<file path="config.mk">
export PLATFORM = sky130hd
export DESIGN_NAME = axi_lite_responder_flat
export DESIGN_NICKNAME = d
export VERILOG_FILES = /design/src/rtl/axi_lite_responder_if.sv /design/src/rtl/axi_lite_responder.sv /design/src/flat_wrapper.sv
export SDC_FILE = /design/constraint.sdc
export NUM_CORES = 1
export LEC_CHECK = 0
export ABC_AREA = 1
export BUFFER_PORTS_ARGS = -buffer_cell sky130_fd_sc_hd__buf_2
export CAP_MARGIN = 5
export CORE_MARGIN = 1
export CORE_UTILIZATION = 25
export CTS_BUF_LIST = sky130_fd_sc_hd__clkbuf_4 sky130_fd_sc_hd__clkbuf_8
export CTS_CLUSTER_SIZE = 28
export DETAILED_ROUTE_END_ITERATION = 7
export GPL_TIMING_DRIVEN = 0
export PLACE_DENSITY_LB_ADDON = 0.12
export SETUP_SLACK_MARGIN = 0.5
export SLEW_MARGIN = 0
export SYNTH_ARGS = -nofsm -noshare
export SYNTH_HDL_FRONTEND = slang
export SYNTH_SLANG_ARGS = --single-unit
</file>
<file path="constraint.sdc">
create_clock -name clk -period 16.26 [get_ports clk]
set_input_delay 3.252 -clock clk [delete_from_list [all_inputs] [get_ports clk]]
set_output_delay 3.252 -clock clk [all_outputs]
set_load 0.005 [all_outputs]
</file>
<file path="src/rtl/axi_lite_responder_if.sv">
// AXI4-Lite bundle between a bus master and axi_lite_responder.
// The slave modport is the responder's view and the master modport is the initiator's view.
interface axi_lite_responder_if;
   logic [31:0] s_axi_araddr;
   logic [2:0]  s_axi_arsize;
   logic        s_axi_arvalid;
   logic        s_axi_arready;
   logic [31:0] s_axi_rdata;
   logic [1:0]  s_axi_rresp;
   logic        s_axi_rvalid;
   logic        s_axi_rready;
   logic [31:0] s_axi_awaddr;
   logic [2:0]  s_axi_awsize;
   logic        s_axi_awvalid;
   logic        s_axi_awready;
   logic [31:0] s_axi_wdata;
   logic [3:0]  s_axi_wstrb;
   logic        s_axi_wvalid;
   logic        s_axi_wready;
   logic [1:0]  s_axi_bresp;
   logic        s_axi_bvalid;
   logic        s_axi_bready;

   modport slave (
      input  s_axi_araddr, s_axi_arsize, s_axi_arvalid, s_axi_rready,
      input  s_axi_awaddr, s_axi_awsize, s_axi_awvalid,
      input  s_axi_wdata, s_axi_wstrb, s_axi_wvalid, s_axi_bready,
      output s_axi_arready, s_axi_rdata, s_axi_rresp, s_axi_rvalid,
      output s_axi_awready, s_axi_wready, s_axi_bresp, s_axi_bvalid
   );

   modport master (
      output s_axi_araddr, s_axi_arsize, s_axi_arvalid, s_axi_rready,
      output s_axi_awaddr, s_axi_awsize, s_axi_awvalid,
      output s_axi_wdata, s_axi_wstrb, s_axi_wvalid, s_axi_bready,
      input  s_axi_arready, s_axi_rdata, s_axi_rresp, s_axi_rvalid,
      input  s_axi_awready, s_axi_wready, s_axi_bresp, s_axi_bvalid
   );
endinterface

</file>
<file path="src/rtl/axi_lite_responder.sv">
// AXI4-Lite register-file responder: DEPTH x 32-bit words with byte-strobed writes and a 1-cycle read.
// Define AXI_RESP_RANGE_CHECK_EN to answer out-of-window accesses with SLVERR instead of aliasing them.
module axi_lite_responder #(
   parameter int unsigned DEPTH     = 16,
   parameter logic [31:0] BASE_ADDR = 32'h0000_0000
) (
   input  logic                clk,
   input  logic                s_areset,
   axi_lite_responder_if.slave s_axi
);
   localparam int unsigned IDX_W       = $clog2(DEPTH);
   localparam logic [31:0] SPAN        = 32'(DEPTH) << 2;
   localparam logic [1:0]  RESP_OKAY   = 2'b00;
   localparam logic [1:0]  RESP_SLVERR = 2'b10;

   typedef enum logic {R_IDLE, R_DATA} rd_state_t;

   logic [31:0]      r_mem [DEPTH];

   logic             r_out_en;
   rd_state_t        r_rstate;
   rd_state_t        w_rstate_next;
   logic             w_arready;
   logic             w_rvalid;
   logic             w_ar_fire;
   logic [31:0]      r_rdata;
   logic [1:0]       r_rresp;

   logic [31:0]      w_ar_off;
   logic [31:0]      w_aw_off;
   logic [IDX_W-1:0] w_ar_idx;
   logic [IDX_W-1:0] w_aw_idx;
   logic             w_ar_ok;
   logic             w_aw_ok;

   logic             r_aw_held;
   logic [IDX_W-1:0] r_aw_idx;
   logic             r_aw_ok;
   logic             r_w_held;
   logic [31:0]      r_wdata;
   logic [3:0]       r_wstrb;
   logic             r_bvalid;
   logic [1:0]       r_bresp;

   logic             w_awready;
   logic             w_wready;
   logic             w_aw_fire;
   logic             w_w_fire;
   logic             w_b_fire;
   logic             w_commit;
   logic [IDX_W-1:0] w_c_idx;
   logic             w_c_ok;
   logic [31:0]      w_c_data;
   logic [3:0]       w_c_strb;
   logic [3:0]       w_lane_we;
   logic             w_unused;

   // Offsets from the window base; the low word-index bits alias modulo DEPTH.
   assign w_ar_off = s_axi.s_axi_araddr - BASE_ADDR;
   assign w_aw_off = s_axi.s_axi_awaddr - BASE_ADDR;
   assign w_ar_idx = w_ar_off[IDX_W+1:2];
   assign w_aw_idx = w_aw_off[IDX_W+1:2];

`ifdef AXI_RESP_RANGE_CHECK_EN
   assign w_ar_ok = (w_ar_off < SPAN);
   assign w_aw_ok = (w_aw_off < SPAN);
`else
   assign w_ar_ok = 1'b1;
   assign w_aw_ok = 1'b1;
`endif

   assign w_unused = ^{s_axi.s_axi_arsize, s_axi.s_axi_awsize, w_ar_off, w_aw_off, SPAN};

   always_comb begin
      w_rstate_next = r_rstate;
      w_arready     = 1'b0;
      w_rvalid      = 1'b0;
      case (r_rstate)
         R_IDLE: begin
            w_arready = r_out_en;
            if (r_out_en && s_axi.s_axi_arvalid) begin
               w_rstate_next = R_DATA;
            end
         end
         R_DATA: begin
            w_rvalid = 1'b1;
            if (s_axi.s_axi_rready) begin
               w_rstate_next = R_IDLE;
            end
         end
         default: w_rstate_next = R_IDLE;
      endcase
   end

   assign w_ar_fire = w_arready & s_axi.s_axi_arvalid;

   always_ff @(posedge clk) begin
      if (s_areset) begin
         r_rstate <= R_IDLE;
         r_rdata  <= '0;
         r_rresp  <= RESP_OKAY;
      end else begin
         r_rstate <= w_rstate_next;
         if (w_ar_fire) begin
            r_rdata <= w_ar_ok ? r_mem[w_ar_idx] : '0;
            r_rresp <= w_ar_ok ? RESP_OKAY : RESP_SLVERR;
         end
      end
   end

   assign w_awready = r_out_en & ~r_aw_held & ~r_bvalid;
   assign w_wready  = r_out_en & ~r_w_held & ~r_bvalid;
   assign w_aw_fire = w_awready & s_axi.s_axi_awvalid;
   assign w_w_fire  = w_wready & s_axi.s_axi_wvalid;
   assign w_b_fire  = r_bvalid & s_axi.s_axi_bready;

   // The write lands on the edge that completes the AW/W pair, sourcing each half from the bus or its holding register.
   assign w_commit = ~s_areset & ~r_bvalid & (r_aw_held | w_aw_fire) & (r_w_held | w_w_fire);
   assign w_c_idx  = r_aw_held ? r_aw_idx : w_aw_idx;
   assign w_c_ok   = r_aw_held ? r_aw_ok  : w_aw_ok;
   assign w_c_data = r_w_held  ? r_wdata  : s_axi.s_axi_wdata;
   assign w_c_strb = r_w_held  ? r_wstrb  : s_axi.s_axi_wstrb;

   always_ff @(posedge clk) begin
      if (s_areset) begin
         r_out_en  <= 1'b0;
         r_aw_held <= 1'b0;
         r_w_held  <= 1'b0;
         r_bvalid  <= 1'b0;
         r_bresp   <= RESP_OKAY;
      end else begin
         r_out_en <= 1'b1;
         if (w_aw_fire) begin
            r_aw_held <= 1'b1;
            r_aw_idx  <= w_aw_idx;
            r_aw_ok   <= w_aw_ok;
         end
         if (w_w_fire) begin
            r_w_held <= 1'b1;
            r_wdata  <= s_axi.s_axi_wdata;
            r_wstrb  <= s_axi.s_axi_wstrb;
         end
         if (w_commit) begin
            r_bvalid <= 1'b1;
            r_bresp  <= w_c_ok ? RESP_OKAY : RESP_SLVERR;
         end
         if (w_b_fire) begin
            r_bvalid  <= 1'b0;
            r_aw_held <= 1'b0;
            r_w_held  <= 1'b0;
         end
      end
   end

   generate
      for (genvar gi = 0; gi < 4; gi++) begin : g_lane_we
         assign w_lane_we[gi] = w_commit & w_c_ok & w_c_strb[gi];
      end
   endgenerate

   always_ff @(posedge clk) begin
      for (int b = 0; b < 4; b++) begin
         if (w_lane_we[b]) begin
            r_mem[w_c_idx][8*b +: 8] <= w_c_data[8*b +: 8];
         end
      end
   end

   assign s_axi.s_axi_arready = w_arready;
   assign s_axi.s_axi_rvalid  = w_rvalid;
   assign s_axi.s_axi_rdata   = r_rdata;
   assign s_axi.s_axi_rresp   = r_rresp;
   assign s_axi.s_axi_awready = w_awready;
   assign s_axi.s_axi_wready  = w_wready;
   assign s_axi.s_axi_bvalid  = r_bvalid;
   assign s_axi.s_axi_bresp   = r_bresp;
endmodule

</file>
<file path="src/flat_wrapper.sv">
// flat-port wrapper written by rule: the top's interface ports become plain ports
module axi_lite_responder_flat 
#(
   parameter int unsigned DEPTH     = 16,
   parameter logic [31:0] BASE_ADDR = 32'h0000_0000
)
  (clk, s_areset, s_axi_s_axi_araddr, s_axi_s_axi_arsize, s_axi_s_axi_arvalid, s_axi_s_axi_rready, s_axi_s_axi_awaddr, s_axi_s_axi_awsize, s_axi_s_axi_awvalid, s_axi_s_axi_wdata, s_axi_s_axi_wstrb, s_axi_s_axi_wvalid, s_axi_s_axi_bready, s_axi_s_axi_arready, s_axi_s_axi_rdata, s_axi_s_axi_rresp, s_axi_s_axi_rvalid, s_axi_s_axi_awready, s_axi_s_axi_wready, s_axi_s_axi_bresp, s_axi_s_axi_bvalid);
  axi_lite_responder_if s_axi_i ();
  input  logic clk;
  input  logic s_areset;
  input wire logic [$bits(s_axi_i.s_axi_araddr)-1:0] s_axi_s_axi_araddr;
  input wire logic [$bits(s_axi_i.s_axi_arsize)-1:0] s_axi_s_axi_arsize;
  input wire logic [$bits(s_axi_i.s_axi_arvalid)-1:0] s_axi_s_axi_arvalid;
  input wire logic [$bits(s_axi_i.s_axi_rready)-1:0] s_axi_s_axi_rready;
  input wire logic [$bits(s_axi_i.s_axi_awaddr)-1:0] s_axi_s_axi_awaddr;
  input wire logic [$bits(s_axi_i.s_axi_awsize)-1:0] s_axi_s_axi_awsize;
  input wire logic [$bits(s_axi_i.s_axi_awvalid)-1:0] s_axi_s_axi_awvalid;
  input wire logic [$bits(s_axi_i.s_axi_wdata)-1:0] s_axi_s_axi_wdata;
  input wire logic [$bits(s_axi_i.s_axi_wstrb)-1:0] s_axi_s_axi_wstrb;
  input wire logic [$bits(s_axi_i.s_axi_wvalid)-1:0] s_axi_s_axi_wvalid;
  input wire logic [$bits(s_axi_i.s_axi_bready)-1:0] s_axi_s_axi_bready;
  output wire logic [$bits(s_axi_i.s_axi_arready)-1:0] s_axi_s_axi_arready;
  output wire logic [$bits(s_axi_i.s_axi_rdata)-1:0] s_axi_s_axi_rdata;
  output wire logic [$bits(s_axi_i.s_axi_rresp)-1:0] s_axi_s_axi_rresp;
  output wire logic [$bits(s_axi_i.s_axi_rvalid)-1:0] s_axi_s_axi_rvalid;
  output wire logic [$bits(s_axi_i.s_axi_awready)-1:0] s_axi_s_axi_awready;
  output wire logic [$bits(s_axi_i.s_axi_wready)-1:0] s_axi_s_axi_wready;
  output wire logic [$bits(s_axi_i.s_axi_bresp)-1:0] s_axi_s_axi_bresp;
  output wire logic [$bits(s_axi_i.s_axi_bvalid)-1:0] s_axi_s_axi_bvalid;
  assign s_axi_i.s_axi_araddr = s_axi_s_axi_araddr;
  assign s_axi_i.s_axi_arsize = s_axi_s_axi_arsize;
  assign s_axi_i.s_axi_arvalid = s_axi_s_axi_arvalid;
  assign s_axi_i.s_axi_rready = s_axi_s_axi_rready;
  assign s_axi_i.s_axi_awaddr = s_axi_s_axi_awaddr;
  assign s_axi_i.s_axi_awsize = s_axi_s_axi_awsize;
  assign s_axi_i.s_axi_awvalid = s_axi_s_axi_awvalid;
  assign s_axi_i.s_axi_wdata = s_axi_s_axi_wdata;
  assign s_axi_i.s_axi_wstrb = s_axi_s_axi_wstrb;
  assign s_axi_i.s_axi_wvalid = s_axi_s_axi_wvalid;
  assign s_axi_i.s_axi_bready = s_axi_s_axi_bready;
  assign s_axi_s_axi_arready = s_axi_i.s_axi_arready;
  assign s_axi_s_axi_rdata = s_axi_i.s_axi_rdata;
  assign s_axi_s_axi_rresp = s_axi_i.s_axi_rresp;
  assign s_axi_s_axi_rvalid = s_axi_i.s_axi_rvalid;
  assign s_axi_s_axi_awready = s_axi_i.s_axi_awready;
  assign s_axi_s_axi_wready = s_axi_i.s_axi_wready;
  assign s_axi_s_axi_bresp = s_axi_i.s_axi_bresp;
  assign s_axi_s_axi_bvalid = s_axi_i.s_axi_bvalid;
  axi_lite_responder #(.DEPTH(DEPTH), .BASE_ADDR(BASE_ADDR)) u_core (.clk(clk), .s_areset(s_areset), .s_axi(s_axi_i));
endmodule
</file>
* After elaboration in Yosys (flattened, before gate mapping) *
Memory sizes are Yosys's and may differ from the RTL's. A register that Yosys moved wholly into a read port is not among the register bits.
Cells that the tools add are included.
W data, S select, Z words.

storage, ports and cells
  flip-flop bits (word level) = 45
  latch bits = 0
  memory bits (writable) = 512
  ROM bits = 0
  input port bits = 113
  output and inout port bits = 41
  logic and storage cells = 52
  memories kept = 1

operators by class
  add/sub/neg operators = 0
  multipliers = 0
  divide/modulo/power cells = 0
  magnitude comparators = 0
  eq/ne operators = 0
  shift operators = 0
  mux-type cells = 17
  bitwise gates (word level) = 22
  reductions and logical operators = 4

memory list
  name          depth  width  read ports  clocked after memory_dff  wr ports  RTL line                  text
  u_core.r_mem  16     32     1           1                         1         axi_lite_responder.sv:18  logic [31:0] r_mem [DEPTH];

operators by type and width
  operator             count
  $mux W32             1
  $and A1 B1 Y1        15
  $mux W1              13
  $mux W4              2
  $not A1 Y1           5
  $reduce_and A2 Y1    2
  $or A1 B1 Y1         2
  $pmux W1 S2          1
  $reduce_or A2 Y1     1
  $logic_and A1 B1 Y1  1

* Logic depth before layout (Yosys ltp) *
  depth after elaboration = 10
  depth in mapped cells = 12
  gate-level depth less buffers = 9

* Worst setup path after synthesis *
No wires, ideal clock.

  path type = input -> register
  start point = input port s_areset
  end point = register u_core.r_wdata[0], enable pin
  library setup time = 0.519 ns
  data arrival time = 6.988 ns
  required time = 15.741 ns
  setup slack = 8.753 ns
  stages = 2
  path buffers = 1
  cell sequence = clkbuf_1 -> nor4_1

on the way
  word-level cells in the longest chain between the ends = 2

RTL lines
  element                             RTL line                   text
  start: declaration                  flat_wrapper.sv:10         input logic s_areset;
  $not A1 Y1 (no source line)         n/a
  $reduce_and A2 Y1 (no source line)  n/a
  end signal: assignment              axi_lite_responder.sv:140  r_wdata <= s_axi.s_axi_wdata;
  end: declaration                    axi_lite_responder.sv:40   logic [31:0] r_wdata;

Every way passes these cells.
A chain may end at the register's enable or synchronous reset.

* Worst setup path in the final report *
  start point = register u_core.r_w_held
  end point = output port s_axi_s_axi_wready

on the way
  word-level cells in the longest chain between the ends = 3

RTL lines
  element                      RTL line                   text
  start: declaration           axi_lite_responder.sv:39   logic r_w_held;
  start signal: assignment     axi_lite_responder.sv:128  r_w_held <= 1'b0;
  start signal: assignment     axi_lite_responder.sv:139  r_w_held <= 1'b1;
  start signal: assignment     axi_lite_responder.sv:150  r_w_held <= 1'b0;
  $not A1 Y1                   axi_lite_responder.sv:112  assign w_wready = r_out_en & ~r_w_held & ~r_bvalid;
  $and A1 B1 Y1 (2 in series)  axi_lite_responder.sv:112
  end: declaration             flat_wrapper.sv:27         output wire logic [$bits(s_axi_i.s_axi_wready)-1:0] s_axi_s_axi_wready;

Every way passes these cells.

==> metrics.txt <==
status=complete, no violations; Crit-path slowest cell=clkbuf_1; Starting Density=25.32%; Post-route DRC=0; most frequent cells in the layout=nand2_1 (930), edfxtp_1 (552), nand3_1 (353); Area Overhead vs Synth=17.87%; CP startpoint kind=flip-flop; detailed-route wire length=90330 µm; I/O Pins=approximately 150; worst hold path type=flip-flop to flip-flop; Critical Path Stages=5; initial antenna violation count=2; Resized cells post-CTS=0; Filler cells=10320; RSZ-0062 raised after global routing=no; share of cells above drive strength 1=between 10% and 20%; GRT Total Usage=between 10% and 20%; Final HPWL DP=~60000 µm; CP endpoint kind=primary output; row cnt=115; clock slew at reported path FFs=~0.060 ns; skew final=0.04629 ns; gr ovfl total=0; CP Capture Point=s_axi_s_axi_wready; Sum Neg Setup Slack=0 ns; I/O Buffers=84; Vias=roughly 18000; vias per cell=4.378; # nets final=2790; leak pwr=between 10 and 15 nW; post-synth top area share=66.32%; Final Util=29.85%; post-synth cell types=23; hold buffer count at CTS=0; first-pass GRT wire length=126500 µm; Final min period=5.849 ns; clock sinks=589; critical path's most frequent cell=clkbuf_1; CTS tree=built; final setup vio count=0; CP cell instances=clkbuf_1, clkbuf_1, buf_16, nor2_1, buf_2; total die area=0.1012 mm²; vias in the first global route=17270; worst-skew pair later-pin latency=0.75 ns; Placer Congestion=0.8119; max_slew headroom=under 10%; Worst path top cell family by delay=buffers and inverters; pre-CTS setup slack=about 10 ns; worst-margin pin slew=1.366 ns; commonest non-fill, non-tap cell in the layout=nand2_1; critical path class=flip-flop to primary output; Worst R2R Path Depth=7; Pwr Density=117.6 mW/mm²; Hold Vio Cnt, Final=0; initial drt markers=1511; die height=318.2 µm; Max Cap Viol=0; 1st-pass router iterations=6; Critical Path AT=2.60 ns; die width=318.2 µm; WP data required=13.01 ns; Seq/Total Area, Yosys=between 60% and 70%; largest net degree at the start of global routing=17; FF-to-FF End=u_core.r_mem[2][13]$_DFFE_PP_; CTS H-tree lvls=3; Mapped Cells=2468; Cell Area, Synth=0.02499 mm²; fmax=171.0 MHz; fraction of the cycle the final worst path needs=35.97%; Final Max Tran Viols=0; FF+latch count, synth=589; Core Region=0.09871 mm²; Avg Cell Area, Syn=10.13 µm²; setup ws final=10.41 ns; Root Buffer Master=clkbuf_8; FF-to-FF setup slack=12.37 ns; clk buf depth=3; slowest stage delay, CP=around 0.65 ns; RR Startpoint=u_core.r_aw_held$_SDFFE_PP0P_; number of CTS-inserted buffers=108; DRT antenna net count=0; multi-input logic area=slightly below 0.006 mm²; Reg area=0.01732 mm²; top post-synthesis cells by area=edfxtp_1 (66%), nand2_1 (14%), nand3_1 (7.1%); Routed WL per cell=22.28 µm; crit-path max FO=10; Synth warnings=0; maximum VDD drop=just over 60 µV; setup bufs post-CTS=0; Yosys top cell by area=edfxtp_1; buffers and inverters on the worst path=4; Setup crit start=u_core.r_w_held$_SDFFE_PP0P_
==> worst min path at each step <==
stage	start	end	slack [ns]	depth (start not counted)
floorplan	u_core.r_rstate$_SDFF_PP0_	u_core.r_rstate$_SDFF_PP0_	0.47	2
global placement	u_core.r_rstate$_SDFF_PP0_	u_core.r_rstate$_SDFF_PP0_	0.48	2
detailed placement	u_core.r_rstate$_SDFF_PP0_	u_core.r_rstate$_SDFF_PP0_	0.49	2
CTS	u_core.r_rstate$_SDFF_PP0_	u_core.r_rstate$_SDFF_PP0_	0.50	2
global route	u_core.r_rstate$_SDFF_PP0_	u_core.r_rstate$_SDFF_PP0_	0.52	2
finish	u_core.r_rstate$_SDFF_PP0_	u_core.r_rstate$_SDFF_PP0_	0.49	2
==> synthesized netlist by cell type <==
cell,count
conb_1,1
or2_0,2
buf_2,55
a21oi_1,2
dfxtp_1,37
nor2_1,134
nand3_1,353
clkbuf_1,42
inv_2,5
nor2_2,6
o21ai_1,2
buf_1,24
buf_6,4
nor4_1,1
or2_1,2
o21a_1,1
buf_4,5
inv_1,301
edfxtp_1,552
a21oi_4,1
nand2_2,5
nand2_1,930
o21ai_0,3
==> worst register-to-register path, stage by stage, from the launching register on <==
cell     delay, ns
dfxtp_1       0.76
inv_2         0.33
or2_0         0.28
o21ai_0       0.37
inv_1         0.20
nor2_2        0.23
nand2_1       0.32
nor2_1        0.97
==> per-layer routing <==
metal | global-route usage, % | wire, µm
met1 | 23.70 | 40630
met2 | 27.84 | 40690
met3 | 4.356 | 6777
met4 | 5.572 | 2223
met5 | 0 | 0
==> final cells by class <==
| cell class | count | share of cell area, % |
|---|---|---|
| antenna | 1 | 0.008494 |
| tap | 1287 | 5.466 |
| multi-input combinational | 1446 | 20.16 |
| inverter | 306 | 3.899 |
| clock buffer | 170 | 6.923 |
| buffer | 130 | 2.060 |
| timing repair buffer | 96 | 1.877 |
| sequential | 589 | 58.78 |
| clock inverter | 29 | 0.8239 |
==> state kept, by name (all words and copies together) (netlist names) <==
signal	cells
u_core.s_axi.s_axi_rdata	32
u_core.r_w_held	1
u_core.r_rstate	1
u_core.r_aw_held	1
u_core.r_wdata	32
u_core.s_axi.s_axi_bvalid	1
u_core.r_wstrb	4
u_core.r_mem	512
u_core.r_aw_idx	4
u_core.r_out_en	1
==> cell families after synthesis <==
kind of cell	Yosys count	synth area share, %
AO/OA/AOI/OAI	9	0.2353
flip-flops	589	69.28
buffers and inverters	436	7.018
other	1	0.01500
AND/OR/NAND/NOR	1433	23.45
==> per-stage QoR <==
step	hold slack, ns	power (W)	std cells	cell area, µm²
global placement	0.4763	0.001992	3842	27040
CTS	0.4990	0.003505	4052	29450
global route	0.5246	0.003590	4054	29460
finish	0.4926	0.003464	4054	29460
detailed placement	0.4892	0.001997	3853	27160
floorplan	0.4727	0.001861	2471	25010
==> report_power, final <==
| part | switching (W) | leakage, nW | total (W) | internal (W) |
|---|---|---|---|---|
| Clock | 0.000645 | 1.22 | 0.00150 | 0.000856 |
| Combinational | 0.000208 | 5.76 | 0.000267 | 0.0000591 |
| Sequential | 0.00000568 | 5.28 | 0.00170 | 0.00169 |
| Total | 0.000858 | 12.3 | 0.00346 | 0.00261 |
No activity file was read; power rests on OpenSTA's default activity.
